### src/rtl/dmem_arbiter.sv
// dmem_arbiter: round-robin share of one data-memory port between core (re/we/addr/wdata, stall) and DMA (req/gnt/done), fixed MEM_LAT access, registered mem_* and rdata
module dmem_arbiter #(
  parameter int DW = 32,
  parameter int AW = 32,
  parameter int MEM_LAT = 2
) (
  input  logic          clk,
  input  logic          rst,
  input  logic          core_re,
  input  logic          core_we,
  input  logic [AW-1:0] core_addr,
  input  logic [DW-1:0] core_wdata,
  output logic [DW-1:0] core_rdata,
  output logic          core_stall,
  input  logic          dma_req,
  input  logic          dma_we,
  input  logic [AW-1:0] dma_addr,
  input  logic [DW-1:0] dma_wdata,
  output logic          dma_gnt,
  output logic          dma_done,
  output logic [DW-1:0] dma_rdata,
  output logic          mem_re,
  output logic          mem_we,
  output logic [AW-1:0] mem_addr,
  output logic [DW-1:0] mem_wdata,
  input  logic [DW-1:0] mem_rdata
);
  localparam int CW = MEM_LAT > 1 ? $clog2(MEM_LAT) : 1;
  typedef enum logic {IDLE, ACCESS} state_t;
  state_t state, state_n;
  logic [CW-1:0] cnt;
  logic last_dma, own_dma, core_done;
  logic core_req, cr, dr, gnt, gnt_dma, fin, we_n;
  assign core_req = core_re | core_we;
  assign cr = core_req & ~core_done;
  assign dr = dma_req & ~dma_done;
  assign gnt = state == IDLE && (cr | dr);
  assign gnt_dma = dr & (~cr | ~last_dma);
  assign fin = state == ACCESS && cnt == '0;
  assign we_n = gnt_dma ? dma_we : core_we;
  always_ff @(posedge clk or posedge rst)
    if (rst) state <= IDLE;
    else state <= state_n;
  always_comb state_n = gnt ? ACCESS : fin ? IDLE : state;
  always_comb core_stall = ~rst & core_req & ~core_done;
  always_ff @(posedge clk or posedge rst)
    if (rst) begin
      cnt <= '0;
      last_dma <= 1'b1;
      own_dma <= 1'b0;
      core_done <= 1'b0;
      dma_done <= 1'b0;
      dma_gnt <= 1'b0;
      mem_re <= 1'b0;
      mem_we <= 1'b0;
      mem_addr <= '0;
      mem_wdata <= '0;
      core_rdata <= '0;
      dma_rdata <= '0;
    end else begin
      dma_gnt <= gnt & gnt_dma;
      core_done <= fin & ~own_dma;
      dma_done <= fin & own_dma;
      if (gnt) begin
        own_dma <= gnt_dma;
        last_dma <= gnt_dma;
        cnt <= CW'(MEM_LAT - 1);
        mem_re <= ~we_n;
        mem_we <= we_n;
        mem_addr <= gnt_dma ? dma_addr : core_addr;
        mem_wdata <= gnt_dma ? dma_wdata : core_wdata;
      end else if (state == ACCESS) cnt <= cnt - 1'b1;
      if (fin) begin
        mem_re <= 1'b0;
        mem_we <= 1'b0;
        if (~mem_we & ~own_dma) core_rdata <= mem_rdata;
        if (~mem_we & own_dma) dma_rdata <= mem_rdata;
      end
    end
endmodule

### config.mk
export PLATFORM = sky130hd
export DESIGN_NAME = dmem_arbiter
export DESIGN_NICKNAME = d
export VERILOG_FILES = /design/src/rtl/dmem_arbiter.sv
export SDC_FILE = /design/constraint.sdc
export NUM_CORES = 1
export LEC_CHECK = 0
export CORE_MARGIN = 8
export CORE_UTILIZATION = 36
export DETAILED_ROUTE_END_ITERATION = 16
export HOLD_SLACK_MARGIN = 0.08
export PLACE_DENSITY = 0.77
export REMOVE_ABC_BUFFERS = 1
export SLEW_MARGIN = 10
export SYNTH_ARGS = -nofsm -noshare
export SYNTH_HDL_FRONTEND = slang
export SYNTH_SLANG_ARGS = --single-unit
### constraint.sdc
create_clock -name clk -period 4.1 [get_ports clk]
set_input_delay 0.41 -clock clk [delete_from_list [all_inputs] [get_ports clk]]
set_output_delay 0.41 -clock clk [all_outputs]
set_load 0.02 [all_outputs]
==> results.py, run 1 <==
metrics = {
    "status": {
        "status": "complete, no violations",
    },
    "route": {
        "detail-route-antenna-nets": 0,
        "totalWireLength_um": 18100,
        "drcViolationCount": 0,
        "first_pass_iters": 4,
        "drt_iter0_drc": 96,
        "viasPerCell": 4.69,
        "wl_per_cell_um": 18.6,
        "vias": 4561,
    },
    "cells_and_area": {
        "diodes": 0,
        "utilization": 0.601,
        "area_growth_pct": 64.7,
        "layout.cells.non_filler": 973,
        "drive_gt1_frac": 0.137,
        "nets": 910,
        "fill_cells": 1281,
    },
    "power_and_ir_drop": {
        "swShare": 0.375,
        "power.density_nw_per_um2": 831,
        "power.leakage_nw": 4.17,
        "ir_worst_vdd_v": 0.000324,
        "p_comb_frac": 0.488,
        "p_clk_frac": 0.204,
        "seq_power_share": 0.308,
        "intPower_w": 0.00492,
        "switching_power_w": 0.00295,
    },
    "timing": {
        "hold_violations": 0,
        "max_freq_mhz": 456,
        "slew_headroom": 0.276,
        "fin_tns_setup_ns": 0,
        "setup_violations": 0,
        "rsz0062_at_grt": "no",
        "finalMaxSlewViolations": 0,
        "worstMarginPinSlew_ns": 1.09,
        "worst_clock_skew_ns": 0.00578,
        "fin_crit_ns": 2.19,
        "finalCritPeriodShare": 0.534,
    },
    "clock_network": {
        "cts_resized": 0,
        "cts_buffers": 17,
        "cts.sinks": 137,
        "clock_tree.root_cell": "clkbuf_16",
        "hold_buffers": 0,
        "path_clk_slew_ns": 0.06,
        "cts_htree_levels": 4,
        "postCtsSetupBuffers": 0,
        "cts_tree": "built",
        "insertion_delay_ns": 0.41,
        "cts_buffer_depth": 2,
    },
    "synthesis": {
        "async_flop_share": 1.00,
        "ys_seq_area_frac": 0.596,
        "yosys_warnings": 0,
        "synth_area_leader_cell": "dfrtp_1",
        "syn_inst": 450,
        "synth.avg_cell_area_um2": 12.8,
        "synth-edff-count": 0,
        "yosys.area.top_type_share": 0.591,
        "ys_top_cells_by_area": "dfrtp_1, mux2_2, mux2i_1",
        "synthFlopType": "dfrtp_1",
        "yosysUniqueCellTypes": 27,
        "syn_area_um2": 5760,
        "synth_seq_cells": 137,
    },
    "setup_path": {
        "r2r-start": "last_dma$_DFFE_PP1P_",
        "r2r_slack_ns": 2.00,
        "path_cells": "clkdlybuf4s50_1 -> o21bai_4 -> nor2_1 -> clkdlybuf4s50_1",
        "r2r_cells": 5,
        "end_kind": "primary output",
        "start_kind": "input port",
        "cp_common_cell": "clkdlybuf4s50_1",
        "path_class": "input port to primary output",
        "crit_arrival_ns": 1.78,
        "crit_fanout": 5,
        "critPathSlowestCell": "clkdlybuf4s50_1",
        "required_ns": 3.69,
        "r2r_end": "mem_addr[19]$_DFFE_PP0P_",
        "cpPeakStageDelay_ns": 0.62,
    },
    "grt": {
        "grt_overflow": 0,
        "antenna_found_initial": 1,
        "grt_pass1_wl_um": 27700,
        "grt_pass1_vias": 5104,
        "grt_usage": 0.177,
        "grt_max_degree": 133,
    },
    "placed_design": {
        "placed_cells": 941,
        "port_buffers": 298,
        "gp_congestion": 0.796,
        "dp_hpwl_um": 14100,
    },
    "floorplanning": {
        "rows": 46,
        "start_util": 0.365,
        "die_height_um": 142,
        "die_w_um": 142,
        "io_pins": 299,
        "coreArea_um2": 15800,
        "die-area_um2": 20300,
    },
    "hold_path": {
        "hold_path_depth": 2,
        "min_path_type": "register to register",
        "worst_hold_path.endpoint": "mem_wdata[17]$_DFFE_PP0P_",
        "holdCritStartpoint": "mem_wdata[17]$_DFFE_PP0P_",
    },
    "job": {
        "cap_violations": 0,
    },
}
==> cells in the mapped netlist (4+ instances only) <==
library cell  number
mux2i_1           64
clkbuf_1           5
o21ai_0           46
buf_2              9
nand2_1           65
dfrtp_1          136
o21ai_1           20
buf_6             10
inv_1              4
mux2_2            60
mux2_1             4
nor2_1             4
==> how the worst max path moves through the flow <==
stage / start / end / slack [ns]
finish: core_we / core_stall / 1.91
global route: core_we / mem_addr[19]$_DFFE_PP0P_ / 1.85
CTS: core_we / core_stall / 1.90
detailed placement: core_we / mem_addr[25]$_DFFE_PP0P_ / 1.55
global placement: core_we / mem_wdata[13]$_DFFE_PP0P_ / 1.61
floorplan: rst / cnt$_DFFE_PP0P_ / 0.02
==> routing by layer <==
metal | track usage | part of all wire | vias to the layer above | wire length, um
met5 | 0 | 0.00072 | - | 13
met4 | 0.0654 | 0.019 | 2 | 345
met3 | 0.0819 | 0.11 | 21 | 2050
met2 | 0.297 | 0.48 | 224 | 8630
met1 | 0.194 | 0.39 | 2157 | 7030
li1 | - | - | 2157 | -
==> registers in the layout (all words and copies together) (netlist names), 32 cells and up <==
name and count:
dma_rdata 32, mem_wdata 32, core_rdata 32, mem_addr 32
==> per-stage QoR <==
stage / setup slack, ns / hold WS (ns) / total power [W] / cell area [um^2]
2_1_floorplan: 0.0238 / 0.463 / 0.00442 / 5550
4_1_cts: 1.90 / 0.482 / 0.00798 / 9480
3_3_place_gp: 1.61 / 0.459 / 0.00621 / 8860
6_report: 1.91 / 0.476 / 0.00787 / 9480
5_1_grt: 1.85 / 0.503 / 0.00832 / 9480
3_5_place_dp: 1.55 / 0.469 / 0.00634 / 8860
==> power groups by stage <==
stage,sequential (W),clock [W],combinational [W]
4_1_cts,0.00243,0.00164,0.00390
5_1_grt,0.00251,0.00170,0.00411
6_report,0.00242,0.00161,0.00384
2_1_floorplan,0.00319,0,0.00123
3_5_place_dp,0.00245,0,0.00389
3_3_place_gp,0.00241,0,0.00380
==> critical path, delay by kind of cell <==
kind                   cells  cell delay [ns]
AO/OA/AOI/OAI              1             0.11
buffers and inverters      2             1.15
AND/OR/NAND/NOR            1             0.11
==> logic make-up (layout without fill, tap and decap cells) <==
family          count (synthesis)  after routing  synth area share
simple gates                   78             78            0.0578
flops                         137            137             0.596
buf+inv                        32            339            0.0380
compound gates                 75             75            0.0719
mux                           128            128             0.236
==> layout by cell type (no fill, tap or decap) <==
cell type,n
o21a_1,1
inv_6,6
nand2_1,65
a21oi_1,1
and3_1,1
bufinv_16,3
dfstp_2,1
nor2b_1,1
clkbuf_16,17
o21ai_1,20
a2bb2oi_1,1
clkinv_2,1
nor2_1,4
clkbuf_8,1
inv_8,2
mux2i_1,64
inv_1,3
o21ai_0,46
o22ai_1,2
mux2_2,60
a21o_4,1
clkdlybuf4s50_1,298
dfrtp_1,136
o21ai_4,1
buf_4,5
nand3_1,2
o21bai_4,1
a21o_1,1
clkinv_4,1
mux2_1,4
nand2b_1,3
nor3_4,2
clkinvlp_4,2
==> layout make-up <==
type | count | area, um^2 | area share
sequential | 137 | 3430 | 0.362
clock inverter | 14 | 185 | 0.0195
multi-input combinational | 281 | 2120 | 0.223
clock buffer | 18 | 439 | 0.0463
timing repair buffer | 303 | 3020 | 0.319
tap | 216 | 270 | 0.0285
inverter | 4 | 20.0 | 0.00211
Note: power is estimated with default switching activity, not from simulation.
==> run 2: changes to the inputs <==
==> constraint.sdc (replaced) <==
create_clock -name clk -period 1.8 [get_ports clk]
set_input_delay 0.18 -clock clk [delete_from_list [all_inputs] [get_ports clk]]
set_output_delay 0.18 -clock clk [all_outputs]
set_load 0.02 [all_outputs]
==> run 2 against run 1 <==
Net effect: largest power group unchanged; critical path depth is 1 lower; critical endpoint unchanged; cell count is 2.2% higher; setup slack worse by 1.7 ns; clock-buffer cell count is 1 lower; core utilization is 1.5 points higher; final area is 2.5% higher; non-clock buffer count is 21 higher.
==> results.py, run 2 (synthesis results as in run 1) <==
metrics = {
    "status": {
        "status": "complete, no violations",
    },
    "grt": {
        "grt_usage": 0.178,
        "grt_max_degree": 52,
        "grt_pass1_vias": 5145,
        "grt_overflow": 0,
        "antenna_found_initial": 1,
        "grt_pass1_wl_um": 27700,
    },
    "power_and_ir_drop": {
        "power.leakage_nw": 4.30,
        "ir_worst_vdd_v": 0.000881,
        "power.density_nw_per_um2": 1870,
    },
    "cells_and_area": {
        "diodes": 0,
        "multi_input_area_um2": 2120,
        "mostFrequentLayoutCells": "clkdlybuf4s50_1, dfrtp_1, nand2_1",
        "area_growth_pct": 68.8,
        "fill_cells": 1271,
        "nets": 931,
        "regArea_um2": 3430,
        "layout.cells.most_common": "clkdlybuf4s50_1",
        "utilization": 0.616,
        "drive_gt1_frac": 0.161,
        "stdcell_area_um2": 9720,
    },
    "clock_network": {
        "path_clk_slew_ns": 0.06,
        "cts_resized": 2,
        "cts_htree_levels": 4,
        "hold_buffers": 0,
        "clock_tree.root_cell": "clkbuf_16",
        "cts_tree": "built",
        "cts_buffer_depth": 2,
        "cts_buffers": 17,
        "cts.sinks": 137,
        "insertion_delay_ns": 0.41,
        "postCtsSetupBuffers": 0,
    },
    "route": {
        "viasPerCell": 4.68,
        "totalWireLength_um": 18100,
        "drcViolationCount": 0,
        "drt_iter0_drc": 150,
        "first_pass_iters": 4,
        "detail-route-antenna-nets": 0,
        "wl_per_cell_um": 18.2,
        "vias": 4654,
    },
    "placed_design": {
        "dp_hpwl_um": 14800,
        "place_area_um2": 9110,
        "gp_congestion": 0.802,
        "port_buffers": 298,
    },
    "setup_path": {
        "r2r_end": "mem_addr[1]$_DFFE_PP0P_",
        "crit_arrival_ns": 1.45,
        "cpPeakStageDelay_ns": 0.37,
        "r2r_cells": 6,
        "critPathSlowestCell": "dfrtp_1",
        "crit_fanout": 5,
        "required_ns": 1.62,
        "path_cells": "o21bai_4 -> nor2_1 -> dlygate4sd2_1",
        "start_kind": "register",
        "r2r_slack_ns": 0.19,
        "path_buf_inv": 1,
        "path_class": "register to primary output",
        "r2r-start": "last_dma$_DFFE_PP1P_",
        "end_kind": "primary output",
        "worst-path-stages": 3,
        "critical-path-top-delay-family": "flip-flops",
        "startpoint": "core_done$_DFF_PP0_",
        "worstSetupEndpoint": "core_stall",
    },
    "hold_path": {
        "min_path_type": "input port to asynchronous set/reset pin",
    },
    "timing": {
        "setup_violations": 0,
        "worstMarginPinSlew_ns": 0.340,
        "finalCritPeriodShare": 0.904,
        "rsz0062_at_grt": "no",
        "fin_tns_setup_ns": 0,
        "hold_violations": 0,
        "max_freq_mhz": 615,
        "fin_crit_ns": 1.63,
        "slew_headroom": 0.773,
        "timing.hold.ws_ns": 0.206,
        "worst_clock_skew_ns": 0.00660,
        "finalMaxSlewViolations": 0,
    },
    "floorplanning": {
        "start_util": 0.365,
        "io_pins": 299,
        "die_w_um": 142,
        "rows": 46,
        "die_height_um": 142,
        "coreArea_um2": 15800,
        "die-area_um2": 20300,
    },
    "job": {
        "cap_violations": 0,
    },
}
[run 2: cell count changes in the layout (fill, tap and decap cells not counted), sizes merged]
| cell | delta |
|---|---|
| dlygate4sd2 | +2 |
| clkinv | +2 |
| clkdlybuf4s50 | -2 |
| bufinv | -1 |
| buf | +21 |
| clkbuf | -1 |
[run 2: metal layers]
layer | vias to the layer above | global-route usage | share of wire
met5 | - | 0 | 0.00094
met4 | 2 | 0.0615 | 0.015
met3 | 18 | 0.0768 | 0.11
met2 | 222 | 0.300 | 0.49
met1 | 2217 | 0.198 | 0.39
li1 | 2195 | - | -
[run 2: cell type report]
cell class,count,area share
well taps,216,0.0278
repair buffers,324,0.337
inverters,4,0.00206
flip-flops and latches,137,0.353
multi-input cells,281,0.218
clock inverters,15,0.0188
clock buffers,17,0.0438
[run 2: stage by stage]
step                setup slack (ns)  power, W  instances
global placement              0.0575    0.0145        962
floorplan                      -2.05    0.0101        422
global route                  0.0961    0.0192        994
CTS                            0.144    0.0184        994
finish                         0.173    0.0182        994
detailed placement           -0.0343    0.0149        962
[run 2: how the worst min path moves through the flow]
stage,from,to,slack (ns),depth (start not counted)
2_1_floorplan,mem_rdata[31],core_rdata[31]$_DFFE_PP0P_,0.31,1
3_3_place_gp,mem_addr[14]$_DFFE_PP0P_,mem_addr[14]$_DFFE_PP0P_,0.46,2
3_5_place_dp,mem_addr[17]$_DFFE_PP0P_,mem_addr[17]$_DFFE_PP0P_,0.47,2
4_1_cts,rst,dma_rdata[2]$_DFFE_PP0P_,0.20,3
5_1_grt,rst,dma_rdata[2]$_DFFE_PP0P_,0.24,3
6_report,rst,core_rdata[24]$_DFFE_PP0P_,0.21,3
[run 2: tightest hold or removal path, cell delays in order]
cell and delay, ns:
clkdlybuf4s50_1 0.42, buf_4 0.16, inv_6 0.25
[run 2: report_power, final]
part / switching, W / total (W) / internal (W)
clock: 0.00141 / 0.00351 / 0.00210
combinational: 0.00453 / 0.00914 / 0.00460
sequential: 0.000878 / 0.00552 / 0.00464
total: 0.00682 / 0.0182 / 0.0113
